===== config.mk =====
export PLATFORM = sky130hd
export DESIGN_NAME = pipe_stage_skid
export DESIGN_NICKNAME = d
export VERILOG_FILES = /design/src/rtl/pipe_pkg.sv /design/src/rtl/pipe_entry_reg.sv /design/src/rtl/pipe_stage_skid.sv
export SDC_FILE = /design/constraint.sdc
export NUM_CORES = 1
export LEC_CHECK = 0
export ABC_AREA = 1
export BUFFER_PORTS_ARGS = -buffer_cell sky130_fd_sc_hd__buf_2
export CAP_MARGIN = 20
export CORE_MARGIN = 4
export CORE_UTILIZATION = 25
export DETAILED_ROUTE_END_ITERATION = 16
export SYNTH_ARGS = -nofsm -noshare
export SYNTH_HDL_FRONTEND = slang
export SYNTH_SLANG_ARGS = --single-unit

===== constraint.sdc =====
create_clock -name clk -period 15 [get_ports clk]
set_clock_uncertainty 0.2 [all_clocks]
set_input_delay 3.75 -clock clk [delete_from_list [all_inputs] [get_ports clk]]
set_output_delay 3.75 -clock clk [all_outputs]
set_load 0.05 [all_outputs]

===== src/rtl/pipe_pkg.sv =====
// Shared definitions for the generic pipeline stage register.
package pipe_pkg;

  // Occupancy of the stage: EMPTY (nothing held), ONE (main only), TWO (main + skid).
  typedef enum logic [1:0] {
    EMPTY = 2'd0,
    ONE   = 2'd1,
    TWO   = 2'd2
  } state_t;

  // Distance from the PC+4 convention back to the instruction PC on flush.
  localparam int unsigned PC_REWIND = 4;

endpackage


===== src/rtl/pipe_entry_reg.sv =====
// One {pc,data,ctrl} payload register with load enable and clear (clear wins).
module pipe_entry_reg #(
  parameter int unsigned PC_W   = 32,
  parameter int unsigned DATA_W = 96,
  parameter int unsigned CTRL_W = 32
) (
  input  logic              clk,
  input  logic              reset,
  input  logic              load,
  input  logic              clear,
  input  logic [PC_W-1:0]   next_pc,
  input  logic [DATA_W-1:0] next_data,
  input  logic [CTRL_W-1:0] next_ctrl,
  output logic [PC_W-1:0]   pc,
  output logic [DATA_W-1:0] data,
  output logic [CTRL_W-1:0] ctrl
);

  // Payload storage: clear zeroes the entry, load captures the next payload.
  always_ff @(posedge clk or posedge reset) begin
    if (reset) begin
      pc   <= '0;
      data <= '0;
      ctrl <= '0;
    end else if (clear) begin
      pc   <= '0;
      data <= '0;
      ctrl <= '0;
    end else if (load) begin
      pc   <= next_pc;
      data <= next_data;
      ctrl <= next_ctrl;
    end
  end

endmodule


===== src/rtl/pipe_stage_skid.sv =====
// Generic pipeline stage register with a 2-entry skid buffer and flush.
// Optional macro PIPE_STAGE_PERF_EN adds stall/flush performance counters.
module pipe_stage_skid
  import pipe_pkg::*;
#(
  parameter int unsigned PC_W        = 32,
  parameter int unsigned DATA_W      = 96,
  parameter int unsigned CTRL_W      = 32,
  parameter bit          BUBBLE_ZERO = 1'b1
) (
  input  logic              clk,
  input  logic              reset,
  input  logic              flush,
  input  logic              in_valid,
  output logic              in_ready,
  input  logic [PC_W-1:0]   in_pc,
  input  logic [DATA_W-1:0] in_data,
  input  logic [CTRL_W-1:0] in_ctrl,
  output logic              out_valid,
  input  logic              out_ready,
  output logic [PC_W-1:0]   out_pc,
  output logic [DATA_W-1:0] out_data,
  output logic [CTRL_W-1:0] out_ctrl
`ifdef PIPE_STAGE_PERF_EN
  ,
  output logic [31:0]       perf_stall_cnt,
  output logic [31:0]       perf_flush_cnt
`endif
);

  state_t state;

  logic in_xfer;
  logic out_xfer;

  logic              main_load;
  logic [PC_W-1:0]   main_next_pc;
  logic [DATA_W-1:0] main_next_data;
  logic [CTRL_W-1:0] main_next_ctrl;
  logic [DATA_W-1:0] main_data;
  logic [CTRL_W-1:0] main_ctrl;

  logic              skid_load;
  logic [PC_W-1:0]   skid_pc;
  logic [DATA_W-1:0] skid_data;
  logic [CTRL_W-1:0] skid_ctrl;

  // Both handshake flags decode only the state flop, so in_ready has no path from out_ready.
  assign in_ready  = (state != TWO);
  assign out_valid = (state != EMPTY);
  assign in_xfer   = in_valid & in_ready;
  assign out_xfer  = out_valid & out_ready;

  // Steer main/skid loads; flush turns the main load into a rewound-PC bubble.
  always_comb begin
    main_load      = 1'b0;
    skid_load      = 1'b0;
    main_next_pc   = in_pc;
    main_next_data = in_data;
    main_next_ctrl = in_ctrl;
    if (flush) begin
      main_load      = 1'b1;
      main_next_pc   = in_pc - PC_W'(PC_REWIND);
      main_next_data = '0;
      main_next_ctrl = '0;
    end else begin
      case (state)
        EMPTY: main_load = in_xfer;
        ONE: begin
          if (in_xfer && out_xfer) main_load = 1'b1;
          else if (in_xfer)        skid_load = 1'b1;
        end
        TWO: begin
          if (out_xfer) begin
            main_load      = 1'b1;
            main_next_pc   = skid_pc;
            main_next_data = skid_data;
            main_next_ctrl = skid_ctrl;
          end
        end
        default: ;
      endcase
    end
  end

  // Occupancy state machine; flush empties the stage.
  always_ff @(posedge clk or posedge reset) begin
    if (reset) begin
      state <= EMPTY;
    end else if (flush) begin
      state <= EMPTY;
    end else begin
      case (state)
        EMPTY: if (in_xfer) state <= ONE;
        ONE: begin
          if (in_xfer && !out_xfer)      state <= TWO;
          else if (!in_xfer && out_xfer) state <= EMPTY;
        end
        TWO:     if (out_xfer) state <= ONE;
        default: state <= EMPTY;
      endcase
    end
  end

  pipe_entry_reg #(
    .PC_W   (PC_W),
    .DATA_W (DATA_W),
    .CTRL_W (CTRL_W)
  ) u_main (
    .clk       (clk),
    .reset     (reset),
    .load      (main_load),
    .clear     (1'b0),
    .next_pc   (main_next_pc),
    .next_data (main_next_data),
    .next_ctrl (main_next_ctrl),
    .pc        (out_pc),
    .data      (main_data),
    .ctrl      (main_ctrl)
  );

  pipe_entry_reg #(
    .PC_W   (PC_W),
    .DATA_W (DATA_W),
    .CTRL_W (CTRL_W)
  ) u_skid (
    .clk       (clk),
    .reset     (reset),
    .load      (skid_load),
    .clear     (flush),
    .next_pc   (in_pc),
    .next_data (in_data),
    .next_ctrl (in_ctrl),
    .pc        (skid_pc),
    .data      (skid_data),
    .ctrl      (skid_ctrl)
  );

  // Drained main entry keeps its payload; masking here realises bubble-zero without extra loads.
  assign out_data = (BUBBLE_ZERO && !out_valid) ? '0 : main_data;
  assign out_ctrl = (BUBBLE_ZERO && !out_valid) ? '0 : main_ctrl;

`ifdef PIPE_STAGE_PERF_EN
  logic flush_kill;
  assign flush_kill = flush & (out_valid | (state == TWO) | in_valid);

  // Saturating counters for upstream stalls and flushes that discarded work.
  always_ff @(posedge clk or posedge reset) begin
    if (reset) begin
      perf_stall_cnt <= '0;
      perf_flush_cnt <= '0;
    end else begin
      if (in_valid && !in_ready && (perf_stall_cnt != '1))
        perf_stall_cnt <= perf_stall_cnt + 32'd1;
      if (flush_kill && (perf_flush_cnt != '1))
        perf_flush_cnt <= perf_flush_cnt + 32'd1;
    end
  end
`endif

endmodule


=== Word-level counts from Yosys, hierarchy flattened ===
Index checks and enable logic that the tools add are counted.

* Add/sub/neg operators: 1
* Eq/ne operators: 6
* Muxes and demuxes: 31
* Bitwise operators: 2
* Reductions and logical operators: 9

{| class="wikitable"
|+ Operators by type and width
! kind !! count
|-
| two-way mux 96 bit || 6
|-
| two-way mux 32 bit || 11
|-
| subtractor 32 x 3 -> 32 bit, second input constant || 1
|-
| two-way mux 2 bit || 5
|-
| two-way mux 1 bit || 7
|-
| != test 3 bit, second input constant || 2
|-
| case mux 2 bit (3 select lines) || 1
|-
| != test 4 bit, second input constant || 1
|-
| nonzero test 2 bit || 2
|-
| logical AND 1 bit || 3
|-
| case mux 1 bit (3 select lines) || 1
|-
| AND reduction 3 bit || 1
|-
| AND 1 bit || 2
|-
| == test 2 x 1 -> 1 bit, second input constant || 1
|-
| == test 2 bit, second input constant || 1
|-
| logical NOT 1 bit || 2
|-
| logical NOT 2 bit || 1
|-
| != test 2 bit, second input constant || 1
|}

* Register bits after elaboration: 322
* Output and inout port bits: 162
* Logic and storage cells: 56

=== Depth between registers and ports, before layout ===
* Depth in word-level cells: 8
* Depth in mapped cells: 10
* Gate-level depth less buffers: 10

=== By module ===
Synthesis repeated with hierarchy kept, for this count alone.

* Cells, all modules: 2,128
* Area total of the unflattened synthesis: 16,636.0 um^2

{| class="wikitable"
|+ By module, submodules not included
! module !! times used !! cells each !! area an instance (um^2) !! seq. area each (um^2)
|-
| pipe_entry_reg || 2 || 695 || 6,347.3 || 4,003.8
|-
| pipe_stage_skid || 1 || 738 || 3,941.3 || 50.0
|}

=== Worst setup path after synthesis ===
Ideal clock, no wire load.

* Path type: flip-flop to output port
* From: register state[0]
* To: output out_ctrl[11]
* Data arrival time: 1,603 ps
* Data required time: 11,050 ps
* Path slack: 9,447 ps
* Stages on the path, launching flop included: 5
* Cells stage by stage: dfrtp_1 > nor2_2 > clkbuf_1 > clkbuf_1 > nor2_1

* Word-level cells in the longest chain between the ends: 2

{| class="wikitable"
|+ Ends and longest elaborated chain
! what !! RTL line !! source
|-
| start: declaration || pipe_stage_skid.sv:31 || <nowiki>state_t state;</nowiki>
|-
| start signal: assignment || pipe_stage_skid.sv:89 || <nowiki>state <= EMPTY;</nowiki>
|-
| start signal: assignment || pipe_stage_skid.sv:91 || <nowiki>state <= EMPTY;</nowiki>
|-
| start signal: assignment || pipe_stage_skid.sv:94 || <nowiki>EMPTY: if (in_xfer) state <= ONE;</nowiki>
|-
| nonzero test 2 bit || pipe_stage_skid.sv:50 || <nowiki>assign out_valid = (state != EMPTY);</nowiki>
|-
| two-way mux 32 bit || pipe_stage_skid.sv:141 || <nowiki>assign out_ctrl = (BUBBLE_ZERO && !out_valid) ? '0 : main_ctrl;</nowiki>
|-
| end: declaration || pipe_stage_skid.sv:23 || <nowiki>output logic [CTRL_W-1:0] out_ctrl</nowiki>
|}

No other way between the ends.

=== Final worst setup path ===
* From: input flush
* To: register u_main.data[61]

* Word-level cells in the longest chain between the ends: 1
* Elaborated cells between the ends (all ways): 2
* Those cells by class: mux: 2

{| class="wikitable"
|+ Ends and longest elaborated chain
! what !! RTL line !! source
|-
| start: declaration || pipe_stage_skid.sv:13 || <nowiki>input logic flush,</nowiki>
|-
| two-way mux 96 bit or two-way mux 1 bit (tied branches) || pipe_stage_skid.sv:61 || <nowiki>if (flush) begin</nowiki>
|-
| end signal: assignment || pipe_entry_reg.sv:31 || <nowiki>data <= next_data;</nowiki>
|-
| end: declaration || pipe_entry_reg.sv:15 || <nowiki>output logic [DATA_W-1:0] data,</nowiki>
|}

Parallel ways exist; a longest one is shown, timed or not.
A chain may end at the register's enable or synchronous reset.

==> impl_metrics.env <==
export IMPL_fin_util_pct=31.4
export IMPL_io_buffers=326
export IMPL_synthCells=1961
export IMPL_grt_antenna_before_repair=2
export IMPL_synthXorXnorAreaFrac_pct=0
export IMPL_fillers=6479
export IMPL_synth_edf_count=0
export IMPL_place_area_um2=17600
export IMPL_power_density_nw_per_um2=122
export IMPL_wire_per_inst_um=16.6
export IMPL_path_class="in -> reg"
export IMPL_start_util_pct=25.4
export IMPL_run_status="finished, final reports clean"
export IMPL_fin_crit_ns=6.66
export IMPL_design_core_area_um2=60700
export IMPL_finalCritPeriodShare_pct=44.4
export IMPL_firstDrtPassIters=5
export IMPL_leakage_nw=9.60
export IMPL_worstPathMaxFanout=110
export IMPL_syn_nets=2127
export IMPL_antenna_left=0
export IMPL_synth_area_leaders="dfrtp_1 52%, o21ai_0 11%, inv_1 7.8%"
export IMPL_yosysMostFrequentCell="o21ai_0"
export IMPL_route_detailed_drc=0
export IMPL_seqPwrFrac_pct=40.5
export IMPL_die_h_um=256
export IMPL_cts_resized=0
export IMPL_ys_async_sr_fraction_pct=100
export IMPL_synth_ff_type="dfrtp_1"
export IMPL_cts_htree_levels=2
export IMPL_drt_initial_drc_count=978
export IMPL_crit_arrival_ns=6.84
export IMPL_ys_warn_count=0
export IMPL_synth_top_area_cell="dfrtp_1"
export IMPL_yosysTopAreaCellShare_pct=52.2
export IMPL_cp_cell_sequence="buf_2, inv_6, nand2_4, buf_4, buf_4, o22ai_1"
export IMPL_overflow=0
export IMPL_tns_ns=0
export IMPL_synthDistinctLibCells=26
export IMPL_grt_pass1_wl_um=78200
export IMPL_synth_sequential_area_ratio_pct=52.2
export IMPL_dp_hpwl_um=31600
export IMPL_finalInstanceArea_um2=19100
export IMPL_wirelength_um=50000
export IMPL_cts_inserted_buffers=40
export IMPL_rsz0062_at_grt="false"
export IMPL_syn_area_per_cell_um2=7.86
export IMPL_min_path_type="reg -> reg"
export IMPL_path_common_cell="buf_4"
export IMPL_die_x_um=256
export IMPL_m1WireLength_um=23100
export IMPL_mappedNetlistArea_um2=15400
export IMPL_fmax_mhz=150
export IMPL_clock_sinks=322
export IMPL_cts_tree="built"
export IMPL_drv_cap=0
export IMPL_endpoint_kind="flop"
export IMPL_dieArea_um2=65700
export IMPL_grtUsageTotal_pct=14.6
export IMPL_vias_per_cell=4.64
export IMPL_synth_compound_area_share_pct=18.3
export IMPL_worstMarginPinSlew_ns=1.02
export IMPL_hold_violations=0
export IMPL_top_layer="met5"
export IMPL_required_ns=15.18
export IMPL_final_nets=2375
export IMPL_syn_to_final_growth_pct=23.6
export IMPL_clk_pin_slew_ns=0.06
export IMPL_route_vias_total=14000
export IMPL_pwr_share_comb_pct=15.4
export IMPL_cp_start_kind="primary input"
export IMPL_wl_met3_um=2950
export IMPL_synth_commonest_cells="347 x o21ai_0, 322 x dfrtp_1, 320 x inv_1, 250 x nand2_1, 205 x nor2_1"
export IMPL_p_int_mw=1.64
export IMPL_post_cts_buffers=0
export IMPL_p_clk_share_pct=44.1
export IMPL_clk_insertion_delay_late_ns=0.54
export IMPL_io_pins=327
export IMPL_grt_max_degree=157
export IMPL_ys_ff_latch=322
export IMPL_synth_top_family_by_area="compound AO/OA/AOI/OAI gates"
export IMPL_rows=90
export IMPL_relSlewSlack_pct=31.8
export IMPL_muxShareOfSynthArea_pct=0
export IMPL_p_sw_share_pct=29.7
export IMPL_power_net_switching_mw=0.691
export IMPL_cts_hold_buf=0
export IMPL_cts_path_max_buffers=3
export IMPL_worst_path_largest_cell_delay_ns=0.82
export IMPL_cts_root_buffer="clkbuf_16"
export IMPL_slowest_stage="buf_4"
export IMPL_yosys_area_share_adder_pct=0.0811
export IMPL_met2_length_um=23100
export IMPL_yosys_area_share_simple_pct=17.8
export IMPL_vdd_drop_max_v=0.0000631
export IMPL_slew_viol_final=0
export IMPL_gp_congestion=0.856
export IMPL_setup_viol=0
export IMPL_drive_gt1_share_pct=18.7
export IMPL_grt_pass1_vias=13500
sequential cells by signal, indices dropped and copies added, names as in the netlist:
signal,cells
state,2
u_main.ctrl,32
u_main.data,96
u_main.pc,32
u_skid.ctrl,32
u_skid.data,96
u_skid.pc,32
layer usage:
layer  vias to the layer above  track usage (%)
met5                         -                0
met4                         2             3.55
met3                        62             2.95
met2                       384             23.1
met1                      6685             20.6
li1                       6875                -
metrics by stage:
| stage | power [mW] | worst slack, ns | std cells | hold slack [ns] |
|---|---|---|---|---|
| floorplan | 1.20 | 2.14 | 1961 | 0.273 |
| global placement | 1.32 | 7.86 | 2948 | 0.270 |
| detailed placement | 1.32 | 7.73 | 2948 | 0.269 |
| CTS | 2.36 | 8.35 | 3018 | 0.295 |
| global route | 2.44 | 8.19 | 3020 | 0.325 |
| finish | 2.33 | 8.34 | 3020 | 0.288 |
layout make-up:
cell class | count | area, um^2 | share of cell area, %
multi-input combinational | 1180 | 5630 | 29.5
clock buffer | 53 | 1120 | 5.88
inverter | 323 | 1220 | 6.43
timing repair buffer | 342 | 1780 | 9.36
clock inverter | 17 | 259 | 1.36
sequential | 322 | 8060 | 42.3
tap | 782 | 978 | 5.13
antenna | 1 | 2.50 | 0.0131
layout by cell type (no fill, tap or decap), types with 2 or more instances in the layout:
cell type / Yosys / routed
nand4_1: 7 / 7
dfrtp_1: 322 / 322
buf_4: 2 / 14
o21ai_0: 347 / 347
o22ai_1: 130 / 130
inv_2: 3 / 3
clkbuf_8: 0 / 5
a21oi_1: 28 / 28
nor2_4: 2 / 3
nand3_1: 188 / 187
inv_6: 0 / 3
nor2_1: 205 / 205
inv_1: 320 / 318
buf_2: 41 / 326
nand2_4: 0 / 2
nor3_1: 3 / 3
o211ai_1: 11 / 11
bufinv_16: 0 / 6
clkinvlp_4: 0 / 5
clkinv_2: 0 / 3
clkbuf_1: 77 / 7
clkbuf_16: 0 / 41
nand2_1: 250 / 248
path summary, 6_finish.rpt:
path	cells after the start	slack, ns	end	startpoint
max in group asynchronous	3	10.17	u_main.pc[24]	reset
min in group asynchronous	2	3.08	u_main.data[78]	reset
hold reg to reg	2	0.29	u_main.pc[8]	u_main.pc[8]
setup reg to reg	7	10.87	u_main.data[61]	state[0]
hold / removal	2	0.29	u_main.pc[8]	u_main.pc[8]
setup / recovery	6	8.34	u_main.data[61]	flush
power by group through the flow:
stage,clock [mW],sequential (mW),combinational (mW)
6_report,1.03,0.943,0.359
2_1_floorplan,0,0.991,0.212
3_3_place_gp,0,0.958,0.359
3_5_place_dp,0,0.958,0.362
5_1_grt,1.09,0.948,0.395
4_1_cts,1.06,0.943,0.363
worst max-delay path, delay by kind of cell:
kind	cells	cell delay (ns)
compound gates	1	0.18
buf+inv	4	2.41
simple gates	1	0.35
kinds of logic (layout without fill, tap and decap cells):
group                      count (synthesis)  after routing
buffers and inverters                    459            735
AOI/OAI and AO/OA                        521            521
adders and majority gates                  1              1
DFF                                      322            322
other                                      0              1
and+or+nand+nor                          658            658
Power figures use the tool's default switching activity.
